--- src/rtl/pdp11_instr_encoder_pkg.sv ---
// Shared types, base opcodes and helpers for the PDP-11 symbolic instruction encoder.
package pdp11_instr_encoder_pkg;

    typedef logic [15:0] word_t;
    typedef logic [2:0]  mode_t;
    typedef logic [2:0]  reg_t;
    typedef logic [7:0]  ofst_t;

    typedef enum logic [5:0] {
        OP_MOV, OP_CMP, OP_BIT, OP_BIC, OP_BIS, OP_ADD, OP_SUB,
        OP_MOVB, OP_CMPB, OP_BITB, OP_BICB, OP_BISB,
        OP_CLR, OP_COM, OP_INC, OP_DEC, OP_NEG, OP_ADC,
        OP_SBC, OP_TST, OP_ROR, OP_ROL, OP_ASR, OP_ASL,
        OP_CLRB, OP_COMB, OP_INCB, OP_DECB, OP_NEGB, OP_ADCB,
        OP_SBCB, OP_TSTB, OP_RORB, OP_ROLB, OP_ASRB, OP_ASLB,
        OP_JMP, OP_SWAB, OP_JSR, OP_RTS,
        OP_BR, OP_BNE, OP_BEQ, OP_BGE, OP_BLT, OP_BGT, OP_BLE,
        OP_BPL, OP_BMI, OP_BHI, OP_BLOS, OP_BVC, OP_BVS, OP_BCC, OP_BCS,
        OP_HALT, OP_NOP
    } opcode_mnemonic;

    typedef enum logic [1:0] {IDLE, INSTR, SEXT, DEXT} enc_state_t;

    typedef enum logic [2:0] {
        CLS_DOP, CLS_SOP, CLS_BR, CLS_JSR, CLS_RTS, CLS_JMPSWAB, CLS_SYS
    } op_class_t;

    // Byte variants share the word-form base with bit 15 set.
    localparam word_t BYTE_BIT  = 16'o100000;

    localparam word_t BASE_MOV  = 16'o010000;
    localparam word_t BASE_CMP  = 16'o020000;
    localparam word_t BASE_BIT  = 16'o030000;
    localparam word_t BASE_BIC  = 16'o040000;
    localparam word_t BASE_BIS  = 16'o050000;
    localparam word_t BASE_ADD  = 16'o060000;
    localparam word_t BASE_SUB  = 16'o160000;
    localparam word_t BASE_CLR  = 16'o005000;
    localparam word_t BASE_COM  = 16'o005100;
    localparam word_t BASE_INC  = 16'o005200;
    localparam word_t BASE_DEC  = 16'o005300;
    localparam word_t BASE_NEG  = 16'o005400;
    localparam word_t BASE_ADC  = 16'o005500;
    localparam word_t BASE_SBC  = 16'o005600;
    localparam word_t BASE_TST  = 16'o005700;
    localparam word_t BASE_ROR  = 16'o006000;
    localparam word_t BASE_ROL  = 16'o006100;
    localparam word_t BASE_ASR  = 16'o006200;
    localparam word_t BASE_ASL  = 16'o006300;
    localparam word_t BASE_JMP  = 16'o000100;
    localparam word_t BASE_SWAB = 16'o000300;
    localparam word_t BASE_JSR  = 16'o004000;
    localparam word_t BASE_RTS  = 16'o000200;
    localparam word_t BASE_BR   = 16'o000400;
    localparam word_t BASE_BNE  = 16'o001000;
    localparam word_t BASE_BEQ  = 16'o001400;
    localparam word_t BASE_BGE  = 16'o002000;
    localparam word_t BASE_BLT  = 16'o002400;
    localparam word_t BASE_BGT  = 16'o003000;
    localparam word_t BASE_BLE  = 16'o003400;
    localparam word_t BASE_BPL  = 16'o100000;
    localparam word_t BASE_BMI  = 16'o100400;
    localparam word_t BASE_BHI  = 16'o101000;
    localparam word_t BASE_BLOS = 16'o101400;
    localparam word_t BASE_BVC  = 16'o102000;
    localparam word_t BASE_BVS  = 16'o102400;
    localparam word_t BASE_BCC  = 16'o103000;
    localparam word_t BASE_BCS  = 16'o103400;
    localparam word_t BASE_HALT = 16'o000000;
    localparam word_t BASE_NOP  = 16'o000240;

    // Index/deferred-index always carry a word; autoincrement through PC is immediate/absolute.
    function automatic logic needs_ext(input mode_t mode, input reg_t rn);
        logic ext_s;
        ext_s = (mode == 3'd6) || (mode == 3'd7) ||
                (((mode == 3'd2) || (mode == 3'd3)) && (rn == 3'd7));
        return ext_s;
    endfunction

endpackage

--- src/rtl/pdp11_instr_encoder_base_rom.sv ---
// Combinational lookup from mnemonic to base opcode word and operand-packing class.
module pdp11_enc_base_rom
    import pdp11_instr_encoder_pkg::*;
(
    input  opcode_mnemonic op_i,
    output word_t          base_o,
    output op_class_t      cls_o
);

    word_t base_s;
    logic  byte_s;

    // Word-form base opcode per mnemonic; byte forms map onto their word sibling.
    always_comb begin
        base_s = BASE_HALT;
        case (op_i)
            OP_MOV,  OP_MOVB: base_s = BASE_MOV;
            OP_CMP,  OP_CMPB: base_s = BASE_CMP;
            OP_BIT,  OP_BITB: base_s = BASE_BIT;
            OP_BIC,  OP_BICB: base_s = BASE_BIC;
            OP_BIS,  OP_BISB: base_s = BASE_BIS;
            OP_ADD:           base_s = BASE_ADD;
            OP_SUB:           base_s = BASE_SUB;
            OP_CLR,  OP_CLRB: base_s = BASE_CLR;
            OP_COM,  OP_COMB: base_s = BASE_COM;
            OP_INC,  OP_INCB: base_s = BASE_INC;
            OP_DEC,  OP_DECB: base_s = BASE_DEC;
            OP_NEG,  OP_NEGB: base_s = BASE_NEG;
            OP_ADC,  OP_ADCB: base_s = BASE_ADC;
            OP_SBC,  OP_SBCB: base_s = BASE_SBC;
            OP_TST,  OP_TSTB: base_s = BASE_TST;
            OP_ROR,  OP_RORB: base_s = BASE_ROR;
            OP_ROL,  OP_ROLB: base_s = BASE_ROL;
            OP_ASR,  OP_ASRB: base_s = BASE_ASR;
            OP_ASL,  OP_ASLB: base_s = BASE_ASL;
            OP_JMP:           base_s = BASE_JMP;
            OP_SWAB:          base_s = BASE_SWAB;
            OP_JSR:           base_s = BASE_JSR;
            OP_RTS:           base_s = BASE_RTS;
            OP_BR:            base_s = BASE_BR;
            OP_BNE:           base_s = BASE_BNE;
            OP_BEQ:           base_s = BASE_BEQ;
            OP_BGE:           base_s = BASE_BGE;
            OP_BLT:           base_s = BASE_BLT;
            OP_BGT:           base_s = BASE_BGT;
            OP_BLE:           base_s = BASE_BLE;
            OP_BPL:           base_s = BASE_BPL;
            OP_BMI:           base_s = BASE_BMI;
            OP_BHI:           base_s = BASE_BHI;
            OP_BLOS:          base_s = BASE_BLOS;
            OP_BVC:           base_s = BASE_BVC;
            OP_BVS:           base_s = BASE_BVS;
            OP_BCC:           base_s = BASE_BCC;
            OP_BCS:           base_s = BASE_BCS;
            OP_NOP:           base_s = BASE_NOP;
            default:          base_s = BASE_HALT;
        endcase
    end

    // Operand class and byte flag per mnemonic.
    always_comb begin
        cls_o  = CLS_SYS;
        byte_s = 1'b0;
        case (op_i)
            OP_MOV, OP_CMP, OP_BIT, OP_BIC, OP_BIS, OP_ADD, OP_SUB:
                cls_o = CLS_DOP;
            OP_MOVB, OP_CMPB, OP_BITB, OP_BICB, OP_BISB: begin
                cls_o  = CLS_DOP;
                byte_s = 1'b1;
            end
            OP_CLR, OP_COM, OP_INC, OP_DEC, OP_NEG, OP_ADC,
            OP_SBC, OP_TST, OP_ROR, OP_ROL, OP_ASR, OP_ASL:
                cls_o = CLS_SOP;
            OP_CLRB, OP_COMB, OP_INCB, OP_DECB, OP_NEGB, OP_ADCB,
            OP_SBCB, OP_TSTB, OP_RORB, OP_ROLB, OP_ASRB, OP_ASLB: begin
                cls_o  = CLS_SOP;
                byte_s = 1'b1;
            end
            OP_JMP, OP_SWAB: cls_o = CLS_JMPSWAB;
            OP_JSR:          cls_o = CLS_JSR;
            OP_RTS:          cls_o = CLS_RTS;
            OP_BR, OP_BNE, OP_BEQ, OP_BGE, OP_BLT, OP_BGT, OP_BLE,
            OP_BPL, OP_BMI, OP_BHI, OP_BLOS, OP_BVC, OP_BVS, OP_BCC, OP_BCS:
                cls_o = CLS_BR;
            default: cls_o = CLS_SYS;
        endcase
    end

    assign base_o = byte_s ? (base_s | BYTE_BIT) : base_s;

endmodule

--- src/rtl/pdp11_instr_encoder.sv ---
// Streams one symbolic PDP-11 instruction as its instruction word followed by
// optional source and destination extension words over a valid/ready port.
module pdp11_instr_encoder
    import pdp11_instr_encoder_pkg::*;
#(
    parameter bit ERR_ON_JMP_REG = 1'b1
) (
    input  logic           clk,
    input  logic           reset,
    input  logic           req_valid,
    output logic           req_ready,
    input  opcode_mnemonic req_op,
    input  logic [2:0]     req_smod,
    input  logic [2:0]     req_sreg,
    input  logic [2:0]     req_dmod,
    input  logic [2:0]     req_dreg,
    input  logic [7:0]     req_ofst,
    input  logic [15:0]    req_sext,
    input  logic [15:0]    req_dext,
    output logic           out_valid,
    input  logic           out_ready,
    output logic [15:0]    out_word,
    output logic           out_first,
    output logic           out_last,
    output logic           err
);

    enc_state_t state_q, state_d;
    word_t      out_word_q, out_word_d, sext_q, sext_d, dext_q, dext_d;
    logic       out_valid_q, out_valid_d, out_first_q, out_first_d;
    logic       out_last_q, out_last_d, req_ready_q, req_ready_d, err_q, err_d;
    logic       need_sext_q, need_sext_d, need_dext_q, need_dext_d;

    word_t      base_s, instr_word_s;
    op_class_t  cls_s;
    logic       need_sext_s, need_dext_s, reject_s, xfer_s;

    pdp11_enc_base_rom u_rom (
        .op_i   (req_op),
        .base_o (base_s),
        .cls_o  (cls_s)
    );

    // Pack operand fields into the base word according to the instruction class.
    always_comb begin
        instr_word_s = base_s;
        case (cls_s)
            CLS_DOP:          instr_word_s = base_s | {4'b0, req_smod, req_sreg, req_dmod, req_dreg};
            CLS_SOP,
            CLS_JMPSWAB:      instr_word_s = base_s | {10'b0, req_dmod, req_dreg};
            CLS_JSR:          instr_word_s = base_s | {7'b0, req_sreg, req_dmod, req_dreg};
            CLS_RTS:          instr_word_s = base_s | {13'b0, req_sreg};
            CLS_BR:           instr_word_s = base_s | {8'b0, req_ofst};
            default:          instr_word_s = base_s;
        endcase
    end

    assign need_sext_s = (cls_s == CLS_DOP) && needs_ext(req_smod, req_sreg);
    assign need_dext_s = ((cls_s == CLS_DOP) || (cls_s == CLS_SOP) ||
                          (cls_s == CLS_JMPSWAB) || (cls_s == CLS_JSR)) &&
                         needs_ext(req_dmod, req_dreg);
    assign reject_s    = ERR_ON_JMP_REG && ((req_op == OP_JMP) || (req_op == OP_JSR)) &&
                         (req_dmod == 3'd0);
    assign xfer_s      = out_valid_q && out_ready;

    // Next-state and next-output computation for the word sequencer.
    always_comb begin
        state_d     = state_q;
        out_valid_d = out_valid_q;
        out_word_d  = out_word_q;
        out_first_d = out_first_q;
        out_last_d  = out_last_q;
        req_ready_d = req_ready_q;
        err_d       = 1'b0;
        sext_d      = sext_q;
        dext_d      = dext_q;
        need_sext_d = need_sext_q;
        need_dext_d = need_dext_q;
        case (state_q)
            IDLE: begin
                if (req_valid && req_ready_q) begin
                    req_ready_d = 1'b0;
                    if (reject_s) begin
                        err_d = 1'b1;
                    end else begin
                        state_d     = INSTR;
                        out_valid_d = 1'b1;
                        out_word_d  = instr_word_s;
                        out_first_d = 1'b1;
                        out_last_d  = !need_sext_s && !need_dext_s;
                        sext_d      = req_sext;
                        dext_d      = req_dext;
                        need_sext_d = need_sext_s;
                        need_dext_d = need_dext_s;
                    end
                end else begin
                    req_ready_d = 1'b1;
                end
            end
            INSTR, SEXT, DEXT: begin
                if (!xfer_s) begin
                    out_valid_d = 1'b1;
                end else if ((state_q == INSTR) && need_sext_q) begin
                    state_d     = SEXT;
                    out_word_d  = sext_q;
                    out_first_d = 1'b0;
                    out_last_d  = !need_dext_q;
                end else if ((state_q != DEXT) && need_dext_q) begin
                    state_d     = DEXT;
                    out_word_d  = dext_q;
                    out_first_d = 1'b0;
                    out_last_d  = 1'b1;
                end else begin
                    state_d     = IDLE;
                    out_valid_d = 1'b0;
                    out_word_d  = 16'o0;
                    out_first_d = 1'b0;
                    out_last_d  = 1'b0;
                    req_ready_d = 1'b1;
                end
            end
            default: begin
                state_d     = IDLE;
                out_valid_d = 1'b0;
                req_ready_d = 1'b1;
            end
        endcase
    end

    // State and registered outputs; reset discards any in-flight words.
    always_ff @(posedge clk) begin
        if (reset) begin
            state_q     <= IDLE;
            out_valid_q <= 1'b0;
            out_word_q  <= 16'o0;
            out_first_q <= 1'b0;
            out_last_q  <= 1'b0;
            req_ready_q <= 1'b1;
            err_q       <= 1'b0;
            sext_q      <= 16'o0;
            dext_q      <= 16'o0;
            need_sext_q <= 1'b0;
            need_dext_q <= 1'b0;
        end else begin
            state_q     <= state_d;
            out_valid_q <= out_valid_d;
            out_word_q  <= out_word_d;
            out_first_q <= out_first_d;
            out_last_q  <= out_last_d;
            req_ready_q <= req_ready_d;
            err_q       <= err_d;
            sext_q      <= sext_d;
            dext_q      <= dext_d;
            need_sext_q <= need_sext_d;
            need_dext_q <= need_dext_d;
        end
    end

    assign req_ready = req_ready_q;
    assign out_valid = out_valid_q;
    assign out_word  = out_word_q;
    assign out_first = out_first_q;
    assign out_last  = out_last_q;
    assign err       = err_q;

endmodule

--- config.mk ---
export PLATFORM = sky130hd
export DESIGN_NAME = pdp11_instr_encoder
export DESIGN_NICKNAME = d
export VERILOG_FILES = /design/src/rtl/pdp11_instr_encoder_pkg.sv /design/src/rtl/pdp11_instr_encoder_base_rom.sv /design/src/rtl/pdp11_instr_encoder.sv
export SDC_FILE = /design/constraint.sdc
export NUM_CORES = 1
export LEC_CHECK = 0
export ABC_CLOCK_PERIOD_IN_PS = 3500
export CAP_MARGIN = 20
export CORE_ASPECT_RATIO = 0.7
export CORE_MARGIN = 5
export CORE_UTILIZATION = 50
export CTS_CLUSTER_DIAMETER = 200
export DETAILED_ROUTE_END_ITERATION = 12
export PLACE_DENSITY_LB_ADDON = 0.05
export SYNTH_ARGS = -nofsm -noshare
export SYNTH_HDL_FRONTEND = slang
export SYNTH_SLANG_ARGS = --single-unit
--- constraint.sdc ---
create_clock -name clk -period 3.5 [get_ports clk]
set_input_delay 0.7 -clock clk [delete_from_list [all_inputs] [get_ports clk]]
set_output_delay 0.7 -clock clk [all_outputs]
set_load 0.1 [all_outputs]
==> run summary <==
Tot GR Track Use -> 0.276
gr ovfl total -> 0
Post-synth EDFFs -> 0
syn avg cell area -> 7.62 sq um
clock slew at reported path FFs -> 0.07 ns
CTS tree -> built
P&R area growth vs syn -> 35.7%
max cap viols -> 0
Worst path slowest cell -> clkdlybuf4s50_1
Pleak -> 1.79 nW
DR WL/cell -> 18.8 um
# DRC -> 0
vias in the first global route -> 3,672
share of cells above drive strength 1 -> 0.111
Rows -> 25
Slew @ Worst Pin -> 1.03 ns
DIE AREA -> 0.00878 sq mm
cts bufs inserted -> 9
Post-Route Utilization -> 0.701
Synth Flop Type -> dfxtp_1
CP Cell Sequence -> clkdlybuf4s50_1 -> inv_1 -> ha_1 -> nor4_4 -> buf_4 -> nor2_1 -> o21ai_1 -> nor3_1 -> buf_4 -> a21oi_1 -> a2111oi_0
Final Hold Fails -> 0
Antenna Cells -> 0
post_cts resized -> 0
worst path bufs/invs -> 4
Critical Path Max Stage Delay -> 0.49 ns
most common cell after layout, fill and taps aside -> nand2_1
Gate Count Post-Synth -> 458
worst slack at placement -> -0.0262 ns
placed cell count -> 630
CTS max path bufs -> 2
Port Buffer Count -> 82
Worst Setup SP -> req_op[1]
die width -> 110 um
worst-skew pair later-pin latency -> 0.35 ns
CTS root buffer -> clkbuf_8
Initial DRC Count -> 472
sequential share of the synthesized area -> 0.327
most frequent cells in the layout -> 85 x nand2_1, 80 x clkdlybuf4s50_1, 57 x dfxtp_1, 54 x a21oi_1, 36 x nor2_1
min Tclk post-route -> 3.24 ns
FF+latch count, synth -> 57
element type at the critical path end -> flop
Vias/cell -> 6.21
# IOs -> 83
Max-Slew Margin vs Limit -> 0.315
CTS HTree Levels -> 3
Hold WS -> 0.458 ns
Final HPWL DP -> 9.18 mm
Max Clk Rate -> 309 MHz
Initial Utilization -> 0.516
Top Family by Delay on Critical Path -> buffers and inverters
Cell variety after synth -> 69
fill cell count -> 571
Setup WS post-layout -> 0.260 ns
Core ar. -> 0.00676 sq mm
Initial DRT Pass Iterations -> 5
WS Path Type -> input pin to flop
Hold-fix buffers, CTS -> 0
outcome -> finished, final reports clean
antenna violations before repair -> 0
Max Clock Skew -> 0.00711 ns
final WL -> 12.1 mm
Critical Path Most Common Cell -> buf_4
Setup TNS Final -> 0 ns
Net count, final -> 619
die extent in y -> 79.9 um
pin count of the biggest net entering global routing -> 60
antenna viol nets, final -> 0
reg-to-reg startpoint -> state_q[0]$_SDFFE_PP0P_
Vias -> 4,009
Synth Cell Area -> 0.00349 sq mm
Synth warnings -> 0
ys async rst share -> 0
Net Count, Synth -> 530
HP Start -> dext_q[10]$_SDFFE_PP0P_
first-pass GRT wire length -> 18.6 mm
number of clock sinks -> 57
unrepaired setup endpoints after global routing -> no
PwrDens -> 448 mW/mm^2
final setup vio count -> 0
Post-CTS Setup Bufs -> 0
critical path data required time -> 3.73 ns
critical path arrival -> 3.47 ns
CP max FO -> 6
Slew Limit Fails -> 0
hold crit path type -> flop to flop
Max VDD drop -> 0.000254 V
Worst Setup Start Kind -> input pin
RD Place Congestion -> 1.03
fin crit share -> 0.926
Finished Layout Cells -> 646
-- Yosys cell counts (all sizes together) (2+ instances only) --
| cell | count | area share |
|---|---|---|
| a2111oi | 4 | 0.010 |
| a211o | 5 | 0.013 |
| a211oi | 13 | 0.029 |
| a21o | 2 | 0.0043 |
| a21oi | 54 | 0.077 |
| a221o | 4 | 0.011 |
| a221oi | 10 | 0.027 |
| a22oi | 6 | 0.013 |
| a311oi | 9 | 0.024 |
| a31oi | 5 | 0.0090 |
| a41oi | 2 | 0.0050 |
| and2 | 2 | 0.0036 |
| and3 | 10 | 0.018 |
| and3b | 2 | 0.0050 |
| buf | 16 | 0.023 |
| clkbuf | 18 | 0.019 |
| dfxtp | 57 | 0.33 |
| ha | 10 | 0.036 |
| inv | 8 | 0.0086 |
| nand2 | 85 | 0.091 |
| nand2b | 3 | 0.0054 |
| nand3 | 4 | 0.0057 |
| nand3b | 5 | 0.014 |
| nand4 | 3 | 0.0054 |
| nor2 | 36 | 0.039 |
| nor2b | 5 | 0.0090 |
| nor3 | 16 | 0.026 |
| nor4 | 2 | 0.0079 |
| o21a | 2 | 0.0043 |
| o21ai | 18 | 0.026 |
| o21bai | 5 | 0.011 |
| o221ai | 2 | 0.0050 |
| o22ai | 3 | 0.0054 |
| o2bb2ai | 2 | 0.0050 |
| o31a | 2 | 0.0050 |
| o32ai | 3 | 0.0075 |
| or2 | 2 | 0.0036 |
| or3 | 2 | 0.0036 |
| xor2 | 2 | 0.0050 |
-- layout make-up --
class	count	area, sq um	area share
Multi-Input combinational cell	359	2180	0.461
Sequential cell	57	1140	0.241
Timing Repair Buffer	112	1050	0.222
Clock buffer	10	128	0.0270
Tap cell	94	118	0.0248
Clock inverter	6	82.6	0.0174
Inverter	8	30.0	0.00634
-- state kept, by name (all words and copies together), names as in the netlist --
register,cells
need_dext_q,1
out_last,1
state_q,2
out_word,16
out_valid,1
sext_q,16
dext_q,16
need_sext_q,1
err,1
out_first,1
req_ready,1
-- routing by layer --
| layer | global-route usage | vias up | share of wire |
|---|---|---|---|
| li1 | - | 1873 | - |
| met1 | 0.386 | 1884 | 0.44 |
| met2 | 0.407 | 225 | 0.43 |
| met3 | 0.0744 | 27 | 0.10 |
| met4 | 0.0922 | 0 | 0.018 |
| met5 | 0 | - | 0 |
-- per-stage QoR --
stage / power [mW] / cell area [sq um]
global route: 2.21 / 4730
global placement: 1.45 / 4520
detailed placement: 1.46 / 4520
CTS: 2.12 / 4730
floorplan: 1.21 / 3490
finish: 2.12 / 4730
-- worst reg2reg max path: stages, from the launching register on --
cell	delay [ns]
dfxtp_1	0.54
or2_2	0.27
nand3_1	0.28
nand2_1	0.39
buf_4	0.23
nor2_1	0.05
a2111oi_0	0.34
-- cell families after synthesis --
group / Yosys count / share of synthesized area
AO/OA/AOI/OAI: 161 / 0.318
XOR/XNOR: 2 / 0.00502
adder cells (fa/ha/maj): 10 / 0.0359
buffers and inverters: 42 / 0.0509
flip-flops: 57 / 0.327
multiplexers: 1 / 0.00287
AND/OR/NAND/NOR: 185 / 0.261
-- power breakdown --
| part | internal [mW] | total, mW | switching (mW) |
|---|---|---|---|
| clock | 0.397 | 0.665 | 0.268 |
| sequential | 0.705 | 0.746 | 0.0410 |
| combinational | 0.253 | 0.713 | 0.460 |
-- final timing paths --
kind	to	slack [ns]	depth (start not counted)
setup / recovery	out_word[9]$_SDFFE_PP0P_	0.26	11
hold / removal	dext_q[10]$_SDFFE_PP0P_	0.46	2
setup reg to reg	out_word[9]$_SDFFE_PP0P_	1.28	6
hold reg to reg	dext_q[10]$_SDFFE_PP0P_	0.46	2
Power figures use the tool's default switching activity.
